--- src/rtl/pgm_video_timing.sv ---
// Programmable raster timing generator with built-in test patterns.
// Counters advance on ce_pix; every other output is a registered view of the pre-edge position.
`timescale 1ns/1ps
module pgm_video_timing #(
  parameter int H_ACTIVE = 640,
  parameter int H_FP     = 16,
  parameter int H_SYNC   = 96,
  parameter int H_BP     = 48,
  parameter int V_ACTIVE = 480,
  parameter int V_FP     = 10,
  parameter int V_SYNC   = 2,
  parameter int V_BP     = 33,
  parameter bit HS_POL   = 1'b0,
  parameter bit VS_POL   = 1'b0,
  parameter int CNT_W    = 12
) (
  input  logic             clk_sys,
  input  logic             reset_n,
  input  logic             ce_pix,
  input  logic [1:0]       pattern_sel,
  input  logic [23:0]      solid_rgb,
  input  logic [23:0]      rgb_in,
  output logic [CNT_W-1:0] hcnt,
  output logic [CNT_W-1:0] vcnt,
  output logic             hs,
  output logic             vs,
  output logic             de,
  output logic             hblank,
  output logic             vblank,
  output logic [7:0]       r,
  output logic [7:0]       g,
  output logic [7:0]       b,
  output logic             frame_start,
  output logic             line_start
);

  localparam int HT    = H_ACTIVE + H_FP + H_SYNC + H_BP;
  localparam int VT    = V_ACTIVE + V_FP + V_SYNC + V_BP;
  localparam int BAR_W = (H_ACTIVE >= 8) ? H_ACTIVE / 8 : 1;

  localparam logic [CNT_W-1:0] H_LAST    = CNT_W'(HT - 1);
  localparam logic [CNT_W-1:0] V_LAST    = CNT_W'(VT - 1);
  localparam logic [CNT_W-1:0] H_ACT_C   = CNT_W'(H_ACTIVE);
  localparam logic [CNT_W-1:0] V_ACT_C   = CNT_W'(V_ACTIVE);
  localparam logic [CNT_W-1:0] HS_FIRST  = CNT_W'(H_ACTIVE + H_FP);
  localparam logic [CNT_W-1:0] HS_LAST   = CNT_W'(H_ACTIVE + H_FP + H_SYNC - 1);
  localparam logic [CNT_W-1:0] VS_FIRST  = CNT_W'(V_ACTIVE + V_FP);
  localparam logic [CNT_W-1:0] VS_LAST   = CNT_W'(V_ACTIVE + V_FP + V_SYNC - 1);
  localparam logic [CNT_W-1:0] BAR_LAST  = CNT_W'(BAR_W - 1);

  typedef enum logic [1:0] {
    MODE_SOLID = 2'd0,
    MODE_BARS  = 2'd1,
    MODE_GRID  = 2'd2,
    MODE_PASS  = 2'd3
  } mode_t;

  logic [CNT_W-1:0] r_hcnt, r_vcnt;
  logic [CNT_W-1:0] r_bar_pos;
  logic [2:0]       r_bar_idx;
  mode_t            r_mode;
  logic             r_hs, r_vs, r_de, r_hblank, r_vblank;
  logic             r_frame_start, r_line_start;
  logic [23:0]      r_rgb;

  logic        w_h_last, w_v_last, w_line0, w_frame0;
  logic        w_hblank, w_vblank, w_de, w_hsync, w_vsync;
  mode_t       w_mode;
  logic [23:0] w_bar_rgb, w_rgb;

  assign w_h_last = (r_hcnt == H_LAST);
  assign w_v_last = (r_vcnt == V_LAST);
  assign w_line0  = (r_hcnt == '0);
  assign w_frame0 = w_line0 && (r_vcnt == '0);
  assign w_hblank = (r_hcnt >= H_ACT_C);
  assign w_vblank = (r_vcnt >= V_ACT_C);
  assign w_de     = ~w_hblank & ~w_vblank;
  assign w_hsync  = (r_hcnt >= HS_FIRST) && (r_hcnt <= HS_LAST);
  assign w_vsync  = (r_vcnt >= VS_FIRST) && (r_vcnt <= VS_LAST);

  // The first pixel of a frame already uses the newly selected mode.
  assign w_mode = w_frame0 ? mode_t'(pattern_sel) : r_mode;

  always_ff @(posedge clk_sys or negedge reset_n) begin
    if (!reset_n) begin
      r_hcnt <= '0;
      r_vcnt <= '0;
    end else if (ce_pix) begin
      if (w_h_last) begin
        r_hcnt <= '0;
        r_vcnt <= w_v_last ? '0 : r_vcnt + 1'b1;
      end else begin
        r_hcnt <= r_hcnt + 1'b1;
      end
    end
  end

  // Bar index tracks the current hcnt; it saturates at bar 7 past the eighth bar.
  always_ff @(posedge clk_sys or negedge reset_n) begin
    if (!reset_n) begin
      r_bar_pos <= '0;
      r_bar_idx <= '0;
    end else if (ce_pix) begin
      if (w_h_last) begin
        r_bar_pos <= '0;
        r_bar_idx <= '0;
      end else if (r_bar_pos == BAR_LAST) begin
        r_bar_pos <= '0;
        if (r_bar_idx != 3'd7) r_bar_idx <= r_bar_idx + 3'd1;
      end else begin
        r_bar_pos <= r_bar_pos + 1'b1;
      end
    end
  end

  assign w_bar_rgb = {{8{~r_bar_idx[1]}}, {8{~r_bar_idx[2]}}, {8{~r_bar_idx[0]}}};

  always_comb begin
    w_rgb = '0;
    if (w_de) begin
      case (w_mode)
        MODE_SOLID: w_rgb = solid_rgb;
        MODE_BARS:  w_rgb = w_bar_rgb;
        MODE_GRID:  w_rgb = ((r_hcnt[3:0] == 4'd0) || (r_vcnt[3:0] == 4'd0)) ? '1 : '0;
        MODE_PASS:  w_rgb = rgb_in;
        default:    w_rgb = '0;
      endcase
    end
  end

  always_ff @(posedge clk_sys or negedge reset_n) begin
    if (!reset_n) begin
      r_hs          <= ~HS_POL;
      r_vs          <= ~VS_POL;
      r_de          <= 1'b0;
      r_hblank      <= 1'b0;
      r_vblank      <= 1'b0;
      r_rgb         <= '0;
      r_mode        <= MODE_SOLID;
      r_frame_start <= 1'b0;
      r_line_start  <= 1'b0;
    end else begin
      r_line_start  <= ce_pix & w_line0;
      r_frame_start <= ce_pix & w_frame0;
      if (ce_pix) begin
        r_hs     <= w_hsync ? HS_POL : ~HS_POL;
        r_vs     <= w_vsync ? VS_POL : ~VS_POL;
        r_de     <= w_de;
        r_hblank <= w_hblank;
        r_vblank <= w_vblank;
        r_rgb    <= w_rgb;
        if (w_frame0) r_mode <= w_mode;
      end
    end
  end

  assign hcnt        = r_hcnt;
  assign vcnt        = r_vcnt;
  assign hs          = r_hs;
  assign vs          = r_vs;
  assign de          = r_de;
  assign hblank      = r_hblank;
  assign vblank      = r_vblank;
  assign r           = r_rgb[23:16];
  assign g           = r_rgb[15:8];
  assign b           = r_rgb[7:0];
  assign frame_start = r_frame_start;
  assign line_start  = r_line_start;

endmodule

--- config.mk ---
export PLATFORM = sky130hd
export DESIGN_NAME = pgm_video_timing
export DESIGN_NICKNAME = d
export VERILOG_FILES = /design/src/rtl/pgm_video_timing.sv
export SDC_FILE = /design/constraint.sdc
export NUM_CORES = 1
export LEC_CHECK = 0
export BUFFER_PORTS_ARGS = -buffer_cell sky130_fd_sc_hd__buf_2
export CAP_MARGIN = 15
export CELL_PAD_IN_SITES_DETAIL_PLACEMENT = 1
export CELL_PAD_IN_SITES_GLOBAL_PLACEMENT = 2
export CORE_ASPECT_RATIO = 1.2
export CORE_MARGIN = 3
export CORE_UTILIZATION = 31
export DETAILED_ROUTE_END_ITERATION = 10
export PLACE_DENSITY_LB_ADDON = 0.05
export SYNTH_ARGS = -nofsm -noshare
export SYNTH_HDL_FRONTEND = slang
export SYNTH_SLANG_ARGS = --single-unit
--- constraint.sdc ---
create_clock -name clk_sys -period 3.6 [get_ports clk_sys]
set_clock_uncertainty 0.1 [all_clocks]
set_input_delay 0.36 -clock clk_sys [delete_from_list [all_inputs] [get_ports clk_sys]]
set_output_delay 0.36 -clock clk_sys [all_outputs]
set_load 0.005 [all_outputs]
# After elaboration in Yosys (flattened, before gate mapping)

Index checks and enable logic that the tools add are counted.

Logic and storage cells: 65
Output and inout port bits: 55
Flip-flop bits (word level): 72

Reductions and logical operators: 14
Multiplexer cells: 13
$add $sub $neg: 4
Bitwise operators: 8
Equality and inequality tests: 7
$lt $le $gt $ge: 6

Operators with widths:

| operator              | number |
|---|---|
| $pmux 24 s4           | 1 |
| $mux 12               | 4 |
| $mux 24               | 2 |
| $add 12x1->12 const B | 3 |
| $eq 12x10->1 const B  | 2 |
| $ge 12x10->1 const B  | 2 |
| $ge 12x9->1 const B   | 2 |
| $logic_not 12->1      | 2 |
| $eq 12x7->1 const B   | 1 |
| $le 12x10->1 const B  | 1 |
| $le 12x9->1 const B   | 1 |
| $mux 3                | 3 |
| $logic_not 4->1       | 2 |
| $not 1->1             | 5 |
| $eq 2x2->1 const B    | 2 |
| $reduce_and 2->1      | 2 |
| $reduce_bool 2->1     | 2 |
| $add 3x1->3 const B   | 1 |
| $and 1x1->1           | 3 |
| $logic_and 1x1->1     | 3 |
| $ne 3x3->1 const B    | 1 |
| $reduce_and 3->1      | 1 |
| $eq 2x1->1 const B    | 1 |
| $logic_not 2->1       | 1 |
| other kinds (3)       | 4 |

# Longest topological paths before layout

Gate-level depths: netlist of run 1.

Depth after elaboration: 6
Depth in mapped cells: 11

# Least setup slack after synthesis of run 1

Ideal clock, no wire load.

Path kind: reg2reg
Start: reg r_hcnt[0] (netlist: hcnt[0])
End: reg r_rgb[7]
Data arrival time: 2.457 ns
Stages on the path, launching flop included: 11
Path slack: 0.951 ns
Cell sequence: dfrtp_1 inv_1 ha_1 or3b_2 nor4_2 and2_1 buf_6 mux2i_1 clkbuf_1 o2111ai_1 o221ai_1

Cells in the longest elaborated chain, start to end: 6
Elaborated cells between the ends (all ways): 15
Classes of those cells: order compare: 1; eq/ne: 3; mux: 4; bitwise: 2; reduce/logical: 5

RTL lines:

| what                                     | RTL line | RTL |
|---|---|---|
| start, declared                          | 58       | `logic [CNT_W-1:0] r_hcnt, r_vcnt;` |
| start signal, assigned                   | 93       | `r_hcnt <= r_hcnt + 1'b1;` |
| $logic_not 12->1                         | 73       | `assign w_line0 = (r_hcnt == '0);` |
| $logic_and 1x1->1                        | 74       | `assign w_frame0 = w_line0 && (r_vcnt == '0);` |
| $mux 2                                   | 82       | `assign w_mode = w_frame0 ? mode_t'(pattern_sel) : r_mode;` |
| $eq 2x2->1, or another cell as far along | 121      | `case (w_mode)` |
| $pmux 24 s4                              | 121      |  |
| $mux 24 *                                | 120      | `if (w_de) begin` |
| end signal, assigned                     | 151      | `r_rgb <= w_rgb;` |
| end, declared                            | 64       | `logic [23:0] r_rgb;` |

Every way passes the cells marked *; elsewhere a longest branch is shown, timed or not.
A chain may end at the register's enable or synchronous reset.

# Worst setup path after layout of run 1

Start: reg r_hcnt[0] (netlist: hcnt[0])
End: reg r_rgb[4]

The elaborated chain is that of the path after synthesis.

==> results by group, run 1 <==
Power
  – Maximum vdd drop: 279 uV
  – Leakage: 2.24 nW
  – Pwr dens: 473 nW/um^2

Yosys
  – Xor/xnor share of the synthesized area: 0.0546
  – Synthesized area per cell: 9.65 um^2
  – Post-synth EDFFs: 0
  – Post-synthesis cell type count: 44
  – Post-Synth Simple-Gate Area: 0.174
  – Post-Synth Adder-Cell Area: 0.0227
  – Leading register cell type out of synthesis: dfrtp_1
  – Most common cell in the synthesized netlist: dfrtp_1
  – Main combinational cell family by area after synthesis: compound AO/OA/AOI/OAI gates
  – Net Count, Synth: 459
  – Area leader, netlist: dfrtp_1
  – Synthesized cell area: 3850 um^2
  – Synth warnings: 0
  – Post-synth top cells: dfrtp_1 (70), o21ai_0 (38), inv_1 (32), nand2_1 (31), nor2_1 (30)
  – FF+latch count, synth: 72
  – Compound-Gate Fraction of Synth Area: 0.201
  – Top post-synthesis cells by area: dfrtp_1 (45%), o221ai_1 (5.5%), o2111ai_1 (5.2%), o21ai_0 (4.9%), xnor2_1 (3.4%)
  – Post-synth ARST share: 1.00
  – Cells after Synth: 399
  – Mux share of post-synthesis cell area: 0.0188
  – Seq/Total Area, Yosys: 0.469
  – Yosys top cell area share: 0.455

Layout
  – NumNets Final: 563
  – Filler cells: 1388
  – Final instance area: 4870 um^2
  – Ant diodes: 0
  – Area growth, synth to finish: 26.5%
  – Share of cells above drive strength 1: 0.278

Global route
  – Grt met2 use: 0.277
  – GRT Util Overall: 0.172
  – Layer with the highest usage: met2
  – Total grt overflow: 0
  – Largest net degree at the start of global routing: 73
  – Vias in the first global route: 3640
  – Initial antenna violation count: 0
  – Met1 Use GR: 0.229
  – Global-route wire length before repair: 18900 um
  – M3 GR Usage: 0.0287

Placement
  – Total placed instance area: 4550 um^2
  – DP HPWL: 8130 um
  – I/O Buffers: 107
  – Routability cong.: 0.775

Outcome
  – Outcome: finished clean

Critical path
  – Worst R2R Path Depth: 9
  – CP Capture Type: register
  – Worst EP required: 3730 ps
  – CP Class: register to register
  – Arrival time worst endpoint: 3280 ps
  – Startpoint types: register
  – Worst Path Max Fanout: 48

Clocking
  – Clock Path Buffers: 2
  – H-tree levels: 3
  – Root Driver: clkbuf_16
  – Sink Count: 72
  – Cts hold-fix bufs: 0
  – Num CTS Buffers: 9
  – CTS tree: done
  – CTS resizes: 0
  – Clk_lat worst skew: 330 ps
  – Clock-pin slew on the worst setup and hold paths: 60 ps
  – Post-CTS Setup Repair Bufs: 0

Routing
  – Drt first pass iters: 4
  – Iter 0 DRT Violations: 98
  – Vias per Instance: 5.31
  – Routed len/inst: 17.4 um
  – Via count: 3528
  – Final WL: 11600 um
  – DRC viols: 0
  – Post-route ant nets: 0

Timing
  – Ratio of final minimum period to clock period: 0.875
  – Setup TNS: 0 ps
  – Minimum clock period: 3150 ps
  – RSZ-0062 raised after global routing: no
  – Slew headroom: 0.371
  – Worst Tran Pin Value: 944 ps
  – Final setup viols: 0
  – Final Max Slew Viols: 0
  – Endpoints failing hold: 0
  – FMAX: 318 MHz

Floorplanning
  – Core Region: 11800 um^2
  – Initial Util: 0.325
  – Die ar.: 13800 um^2
  – Die Height: 128 um
  – Die width: 108 um
  – # rows: 43
  – Ports: 108

Worst hold path
  – Min-Delay Path Class: input port to async pin

Run
  – Max-cap check violation count: 0
-- placed cells by master, fill, tap and decap left out, types with 4 or more instances in the layout --
cell type / Yosys / layout
xnor2_1: 15 / 15
nand2_1: 31 / 31
nand3b_1: 4 / 4
a21oi_1: 5 / 5
inv_1: 32 / 32
and2_1: 4 / 4
ha_1: 7 / 7
nor2_1: 30 / 29
buf_4: 0 / 8
nand3_1: 17 / 17
and3_1: 4 / 4
dfrtp_1: 70 / 70
or3_1: 4 / 4
o2111ai_1: 23 / 23
nand4_1: 7 / 7
and4_1: 4 / 4
o21ai_0: 38 / 38
xor2_1: 9 / 9
buf_2: 0 / 106
clkbuf_16: 0 / 9
nor4_1: 5 / 5
o221ai_1: 24 / 24
nor3_1: 9 / 9
-- state kept, by name, indices dropped and copies added, names as in the netlist --
register	flops
vcnt	12
hs	1
hblank	1
vs	1
de	1
r_mode	2
r_rgb	24
line_start	1
frame_start	1
r_bar_pos	12
vblank	1
r_bar_idx	3
hcnt	12
-- cells by family after synthesis --
family,Yosys count
simple gates,130
compound gates,105
flops,72
buf+inv,54
xor+xnor,24
mux,7
fa+ha+maj,7
-- power breakdown --
| group | switching (mW) | total, mW | internal [mW] |
|---|---|---|---|
| clock network | 0.336 | 0.976 | 0.640 |
| registers | 0.109 | 1.00 | 0.895 |
| logic | 0.169 | 0.321 | 0.151 |
| total | 0.614 | 2.30 | 1.69 |
-- critical path, cell delays in order, from the launching register on --
cell      delay [ps]
dfrtp_1          440
inv_1             80
ha_1             150
or3b_2           480
nor4_2           250
and2_1           470
mux2i_4          290
buf_4            420
o21ai_0          160
o221ai_1         190
-- layout make-up --
type	instances	area (um^2)	share of cell area
clock buffers	12	256	0.0527
clock inverters	3	65.1	0.0134
inverters	33	124	0.0254
multi-input cells	273	1830	0.376
flip-flops and latches	72	1800	0.371
well taps	157	196	0.0403
repair buffers	114	591	0.121
-- layer usage --
layer  routed length [um]  part of all wire
met5                    0                 0
met4                  232             0.020
met3                  540             0.047
met2                 5620              0.49
met1                 5160              0.45
-- final timing paths --
| kind | from | end | slack [ps] |
|---|---|---|---|
| max | hcnt[0] | r_rgb[4] | 450 |
| min | reset_n | r_bar_pos[9] | 80 |
| max reg2reg | hcnt[0] | r_rgb[4] | 450 |
| min reg2reg | hblank | hblank | 380 |
| max in group asynchronous | reset_n | r_mode[0] | 2720 |
| min in group clk_sys | ce_pix | hs | 140 |
-- metrics by stage --
step	std cells	hold slack [ps]	worst slack (ps)	util	total power, mW
2_1_floorplan	399	-35.6	951	-	1.17
3_3_place_gp	649	362	537	0.384	1.34
3_5_place_dp	649	371	431	0.384	1.34
4_1_cts	664	123	409	0.411	2.33
5_1_grt	664	168	168	0.411	2.43
6_report	664	76.7	451	0.411	2.30
(Power assumes the default switching activity.)
==> inputs of run 2 (changes only) <==
--- a/config.mk
+++ b/config.mk
@@ -9,9 +9,9 @@
 export CAP_MARGIN = 15
 export CELL_PAD_IN_SITES_DETAIL_PLACEMENT = 1
 export CELL_PAD_IN_SITES_GLOBAL_PLACEMENT = 2
-export CORE_ASPECT_RATIO = 1.2
 export CORE_MARGIN = 3
-export CORE_UTILIZATION = 31
+export CORE_UTILIZATION = 32
+export CTS_BUF_LIST = sky130_fd_sc_hd__clkbuf_4 sky130_fd_sc_hd__clkbuf_8
 export DETAILED_ROUTE_END_ITERATION = 10
 export PLACE_DENSITY_LB_ADDON = 0.05
 export SYNTH_ARGS = -nofsm -noshare
==> run 2 against run 1 <==
  * Clock-buffer cell count rose by 3
  * Non-clock buffer count did not move
  * Critical path depth did not move
  * Clock power fell by 37%
  * Cell area fell by 3.3%
  * Hold slack got worse by 39 ps
  * Sequential cell count did not move
  * Critical path type unchanged
  * Critical endpoint is now r_rgb[22]
==> results by group, run 2 (synthesis results as in run 1) <==
Placement
  – Pre-CTS WS: 490 ps (+59.0 ps)
  – Total placed instance area: 4530 um^2 (-0.39%)
  – I/O Buffers: 107 (unchanged)
  – DP HPWL: 8190 um (+0.78%)
  – Routability cong.: 0.752 (-3.0%)

Global route
  – Vias in the first global route: 3581 (-1.6%)
  – GRT Util Overall: 0.179 (+0.00692)
  – Initial antenna violation count: 0 (unchanged)
  – Total grt overflow: 0 (unchanged)
  – Largest net degree at the start of global routing: 73 (unchanged)
  – Global-route wire length before repair: 18600 um (-1.4%)

Critical path
  – Worst R2R Path Depth: 9 (unchanged)
  – Arrival time worst endpoint: 3300 ps (+20 ps)
  – Worst-path cell chain: inv_1, ha_1, or3b_2, nor4_2, and2_1, mux2i_4, buf_4, o21ai_0, o221ai_1
  – Slowest cell delay on critical path: 480 ps (about the same)
  – Worst Path Max Fanout: 48 (unchanged)
  – CP top delay family: simple AND/OR/NAND/NOR gates
  – Worst EP required: 3760 ps (+30 ps)
  – Crit path depth: 9 (unchanged)
  – Startpoint types: register
  – Slowest stage cell, crit path: or3b_2
  – CP Class: register to register
  – CP Capture Type: register
  – Worst path buffer plus inverter count: 2 (unchanged)

Routing
  – Drt first pass iters: 4 (unchanged)
  – Final WL: 11700 um (+1.1%)
  – Via count: 3528 (unchanged)
  – Post-route ant nets: 0 (unchanged)
  – DRC viols: 0 (unchanged)
  – Vias per Instance: 5.42 (+2.0%)
  – Iter 0 DRT Violations: 215 (+120%)
  – Routed len/inst: 17.9 um (+3.1%)

Power
  – Pwr Total: 1.94 mW (-16%)
  – Leakage: 2.18 nW (-2.7%)
  – Pwr dens: 412 nW/um^2 (-13%)
  – Maximum vdd drop: 288 uV (+3.1%)

Outcome
  – Outcome: finished clean

Timing
  – Slew headroom: 0.351 (-0.0199)
  – Worst Tran Pin Value: 974 ps (+29.8 ps)
  – Final Max Slew Viols: 0 (unchanged)
  – Minimum clock period: 3140 ps (-11.7 ps)
  – Worst setup margin: 462 ps (+11.7 ps)
  – FMAX: 319 MHz (+0.37%)
  – Final setup viols: 0 (unchanged)
  – Endpoints failing hold: 0 (unchanged)
  – Setup TNS: 0 ps (unchanged)
  – RSZ-0062 raised after global routing: no
  – Ratio of final minimum period to clock period: 0.872 (-0.00324)

Floorplanning
  – Initial Util: 0.333 (+0.00764)
  – Core Region: 11600 um^2 (-2.3%)
  – # rows: 39 (-9.3%)
  – Die Height: 116 um (-9.7%)
  – Ports: 108 (unchanged)
  – Die ar.: 13400 um^2 (-3.0%)
  – Die width: 116 um (+7.4%)

Layout
  – NumNets Final: 563 (unchanged)
  – Commonest non-fill, non-tap cell in the layout: buf_2
  – Top reg by flops: r_rgb
  – Area growth, synth to finish: 22.3%
  – Leading cell types in the layout, fill and taps excluded: buf_2 (106), dfrtp_1 (70), o21ai_0 (38), inv_1 (32), nand2_1 (31)
  – Share of cells above drive strength 1: 0.281 (+0.00339)
  – Filler cells: 1370 (-1.3%)
  – Final instance area: 4710 um^2 (-3.3%)
  – Ant diodes: 0 (unchanged)
  – Final Util: 0.407 (-0.00408)
  – Number of flip-flops in the largest register: 24 (unchanged)

Clocking
  – CTS tree: done
  – Post-CTS Setup Repair Bufs: 0 (unchanged)
  – Root Driver: clkbuf_8
  – Clk_lat worst skew: 360 ps (+30 ps)
  – Clock Path Buffers: 2 (unchanged)
  – Num CTS Buffers: 9 (unchanged)
  – Sink Count: 72 (unchanged)
  – Cts hold-fix bufs: 0 (unchanged)
  – H-tree levels: 3 (unchanged)
  – Clock-pin slew on the worst setup and hold paths: 80 ps (+20 ps)
  – CTS resizes: 0 (unchanged)

Run
  – Max-cap check violation count: 0 (unchanged)

Worst hold path
  – Min-Delay Path Class: input port to async pin
==> run 2: area by class of cell <==
class	instances	area (um^2)	share of cell area
clock inverters	1	5.00	0.00106
well taps	143	179	0.0380
flip-flops and latches	72	1800	0.383
repair buffers	114	591	0.125
clock buffers	15	175	0.0372
inverters	33	124	0.0263
multi-input cells	273	1830	0.389
==> run 2: routing by layer <==
layer	vias up	wire (um)	GRT usage
li1	1687	-	-
met1	1764	5410	0.231
met3	6	520	0.0517
met4	0	94	0.0418
met5	-	0	0
met2	71	5650	0.300
==> run 2: per-stage QoR <==
stage          hold slack [ps]  std cells
4_1_cts                   74.0        651
2_1_floorplan            -35.6        399
3_5_place_dp               367        635
3_3_place_gp               362        635
6_report                  38.0        651
5_1_grt                    123        651
==> run 2: final timing paths <==
check                      slack, ps           end  startpoint
hold / removal                    40  r_bar_pos[5]     reset_n
hold reg to reg                  380            de          de
setup reg to reg                 460     r_rgb[22]     hcnt[0]
max in group asynchronous       2720       hcnt[4]     reset_n
setup / recovery                 460     r_rgb[22]     hcnt[0]
min in group clk_sys             180     r_rgb[10]  rgb_in[10]
==> run 2: power breakdown <==
group | switching [mW] | internal (mW) | total (mW)
combinational | 0.174 | 0.151 | 0.326
sequential | 0.109 | 0.894 | 1.00
clock | 0.303 | 0.308 | 0.611
==> inputs of run 3 (changes only) <==
--- a/config.mk
+++ b/config.mk
@@ -13,6 +13,7 @@
 export CORE_UTILIZATION = 32
 export CTS_BUF_LIST = sky130_fd_sc_hd__clkbuf_4 sky130_fd_sc_hd__clkbuf_8
 export DETAILED_ROUTE_END_ITERATION = 10
+export HOLD_SLACK_MARGIN = 0.15
 export PLACE_DENSITY_LB_ADDON = 0.05
 export SYNTH_ARGS = -nofsm -noshare
 export SYNTH_HDL_FRONTEND = slang
==> run 3 against run 2 <==
  * Largest power group unchanged
  * Die area unchanged
  * Core utilization grew 0.26 points
  * Critical path type unchanged
  * Hold slack better by 140 ps
  * Highest routed layer unchanged
  * Via count up 0.11%
  * Cell count up 0.46%
  * Register-to-register slack about the same
  * Critical endpoint unchanged
  * Clock power about the same
  * Clock-buffer cell count unchanged
==> results by group, run 3 (synthesis results as in run 1) <==
Outcome
  – Outcome: finished clean

Critical path
  – Worst R2R Path Depth: 9 (unchanged)
  – Worst path buffer plus inverter count: 2 (unchanged)
  – Startpoint types: register
  – CP top delay family: simple AND/OR/NAND/NOR gates
  – CP Class: register to register
  – Worst EP required: 3760 ps (about the same)
  – Slowest stage cell, crit path: or3b_2
  – CP Capture Type: register
  – Slowest cell delay on critical path: 480 ps (about the same)
  – Worst Path Max Fanout: 48 (unchanged)
  – Arrival time worst endpoint: 3300 ps (about the same)
  – Crit path depth: 9 (unchanged)
  – Worst-path cell chain: inv_1, ha_1, or3b_2, nor4_2, and2_1, mux2i_4, buf_4, o21ai_0, o221ai_1

Clocking
  – CTS resizes: 0 (unchanged)
  – CTS tree: done
  – Num CTS Buffers: 9 (unchanged)
  – H-tree levels: 3 (unchanged)
  – Clock Path Buffers: 2 (unchanged)
  – Root Driver: clkbuf_8
  – Sink Count: 72 (unchanged)
  – Post-CTS Setup Repair Bufs: 0 (unchanged)
  – Clock-pin slew on the worst setup and hold paths: 80 ps (about the same)
  – Clk_lat worst skew: 360 ps (about the same)

Routing
  – Post-route ant nets: 0 (unchanged)
  – Routed len/inst: 17.9 um (-0.34%)
  – Iter 0 DRT Violations: 203 (-5.6%)
  – Final WL: 11700 um (+0.12%)
  – Via count: 3532 (+0.11%)
  – DRC viols: 0 (unchanged)
  – Vias per Instance: 5.40 (-0.35%)
  – Drt first pass iters: 4 (unchanged)

Timing
  – Worst Tran Pin Value: 975 ps (+1.51 ps)
  – Ratio of final minimum period to clock period: 0.870 (-0.00133)
  – FMAX: 319 MHz (+0.15%)
  – Endpoints failing hold: 0 (unchanged)
  – Worst setup margin: 467 ps (+4.79 ps)
  – Setup TNS: 0 ps (unchanged)
  – Slew headroom: 0.350 (-0.00101)
  – Minimum clock period: 3130 ps (-4.79 ps)
  – RSZ-0062 raised after global routing: no
  – Final Max Slew Viols: 0 (unchanged)
  – Final setup viols: 0 (unchanged)

Placement
  – Total placed instance area: 4530 um^2 (unchanged)
  – DP HPWL: 8190 um (unchanged)
  – # placed instances: 635 (unchanged)
  – Routability cong.: 0.752 (unchanged)
  – Pre-CTS WS: 490 ps (unchanged)
  – I/O Buffers: 107 (unchanged)

Layout
  – Number of standard cells in the layout, taps in and fillers out: 654 (+0.46%)
  – Ant diodes: 0 (unchanged)
  – Number of flip-flops in the largest register: 24 (unchanged)
  – Top reg by flops: r_rgb
  – Share of cells above drive strength 1: 0.280 (-0.00165)
  – Filler cells: 1367 (-0.22%)
  – Final Util: 0.410 (+0.00260)
  – NumNets Final: 566 (+0.53%)
  – Commonest non-fill, non-tap cell in the layout: buf_2
  – Leading cell types in the layout, fill and taps excluded: buf_2 (106), dfrtp_1 (70), o21ai_0 (38), inv_1 (32), nand2_1 (31)
  – Area growth, synth to finish: 23.1%
  – Final instance area: 4740 um^2 (+0.64%)

Global route
  – Vias in the first global route: 3584 (+0.084%)
  – Total grt overflow: 0 (unchanged)
  – Initial antenna violation count: 0 (unchanged)
  – Largest net degree at the start of global routing: 73 (unchanged)
  – GRT Util Overall: 0.179 (about the same)
  – Global-route wire length before repair: 18700 um (about the same)

Power
  – Seq pwr share: 0.516 (about the same)
  – Int Power: 1.36 mW (+0.16%)
  – Clock Power Share: 0.315 (about the same)
  – Comb pwr share: 0.169 (about the same)
  – Leakage: 2.19 nW (+0.58%)
  – Maximum vdd drop: 288 uV (about the same)
  – Sw Pwr: 0.587 mW (+0.12%)
  – Sw Ratio: 0.302 (about the same)
  – Pwr dens: 410 nW/um^2 (-0.49%)

Worst hold path
  – Min-Delay Path Class: input port to register
  – Cells on Worst Hold Path: 3

Floorplanning
  – Ports: 108 (unchanged)
  – # rows: 39 (unchanged)
  – Die ar.: 13400 um^2 (unchanged)
  – Core Region: 11600 um^2 (unchanged)
  – Die Height: 116 um (unchanged)
  – Die width: 116 um (unchanged)
  – Initial Util: 0.333 (unchanged)

Run
  – Max-cap check violation count: 0 (unchanged)
run 3: layer usage:
metal / vias to the layer above / global-route usage / wire length [um]
met2: 75 / 0.300 / 5670
met5: - / 0 / 0
met4: 0 / 0.0418 / 101
li1: 1693 / - / -
met3: 5 / 0.0517 / 546
met1: 1759 / 0.231 / 5380
run 3: per-stage QoR:
stage	power, mW	hold WS [ps]
final	1.94	180
after global routing	2.08	159
after global placement	1.34	362
after floorplan	1.17	-35.6
after CTS	1.99	150
after detailed placement	1.35	367
run 3: worst reg2reg max path, cell delays in order, from the launching register on:
cell	delay, ps
dfrtp_1	440
inv_1	90
ha_1	130
or3b_2	480
nor4_2	250
and2_1	470
mux2i_4	300
buf_4	430
o21ai_0	160
o221ai_1	190
run 3: timing repair:
action,CTS,global route
hold endpoints to repair,72,0
hold buffers,3,0
setup endpoints to repair,0,0
run 3: path summary, 6_finish.rpt:
| kind | from | to | slack [ps] |
|---|---|---|---|
| setup / recovery | hcnt[0] | r_rgb[22] | 470 |
| hold / removal | rgb_in[13] | r_rgb[13] | 180 |
| setup reg to reg | hcnt[0] | r_rgb[22] | 470 |
| hold reg to reg | de | de | 380 |
| max in group asynchronous | reset_n | hcnt[4] | 2170 |
| min in group asynchronous | reset_n | r_bar_pos[5] | 590 |
run 3: layout make-up:
type | count | area, um^2 | share of cell area
repair buffers | 117 | 621 | 0.131
multi-input cells | 273 | 1830 | 0.386
well taps | 143 | 179 | 0.0378
inverters | 33 | 124 | 0.0261
clock inverters | 1 | 5.00 | 0.00106
flip-flops and latches | 72 | 1800 | 0.381
clock buffers | 15 | 175 | 0.0370
run 3: power by group through the flow:
stage               Combinational [mW]  Clock [mW]  Sequential, mW
CTS                              0.336       0.648            1.00
floorplan                        0.172           0           0.997
global placement                 0.323           0            1.01
finish                           0.328       0.611            1.00
global route                     0.374       0.683            1.02
detailed placement               0.332           0            1.02
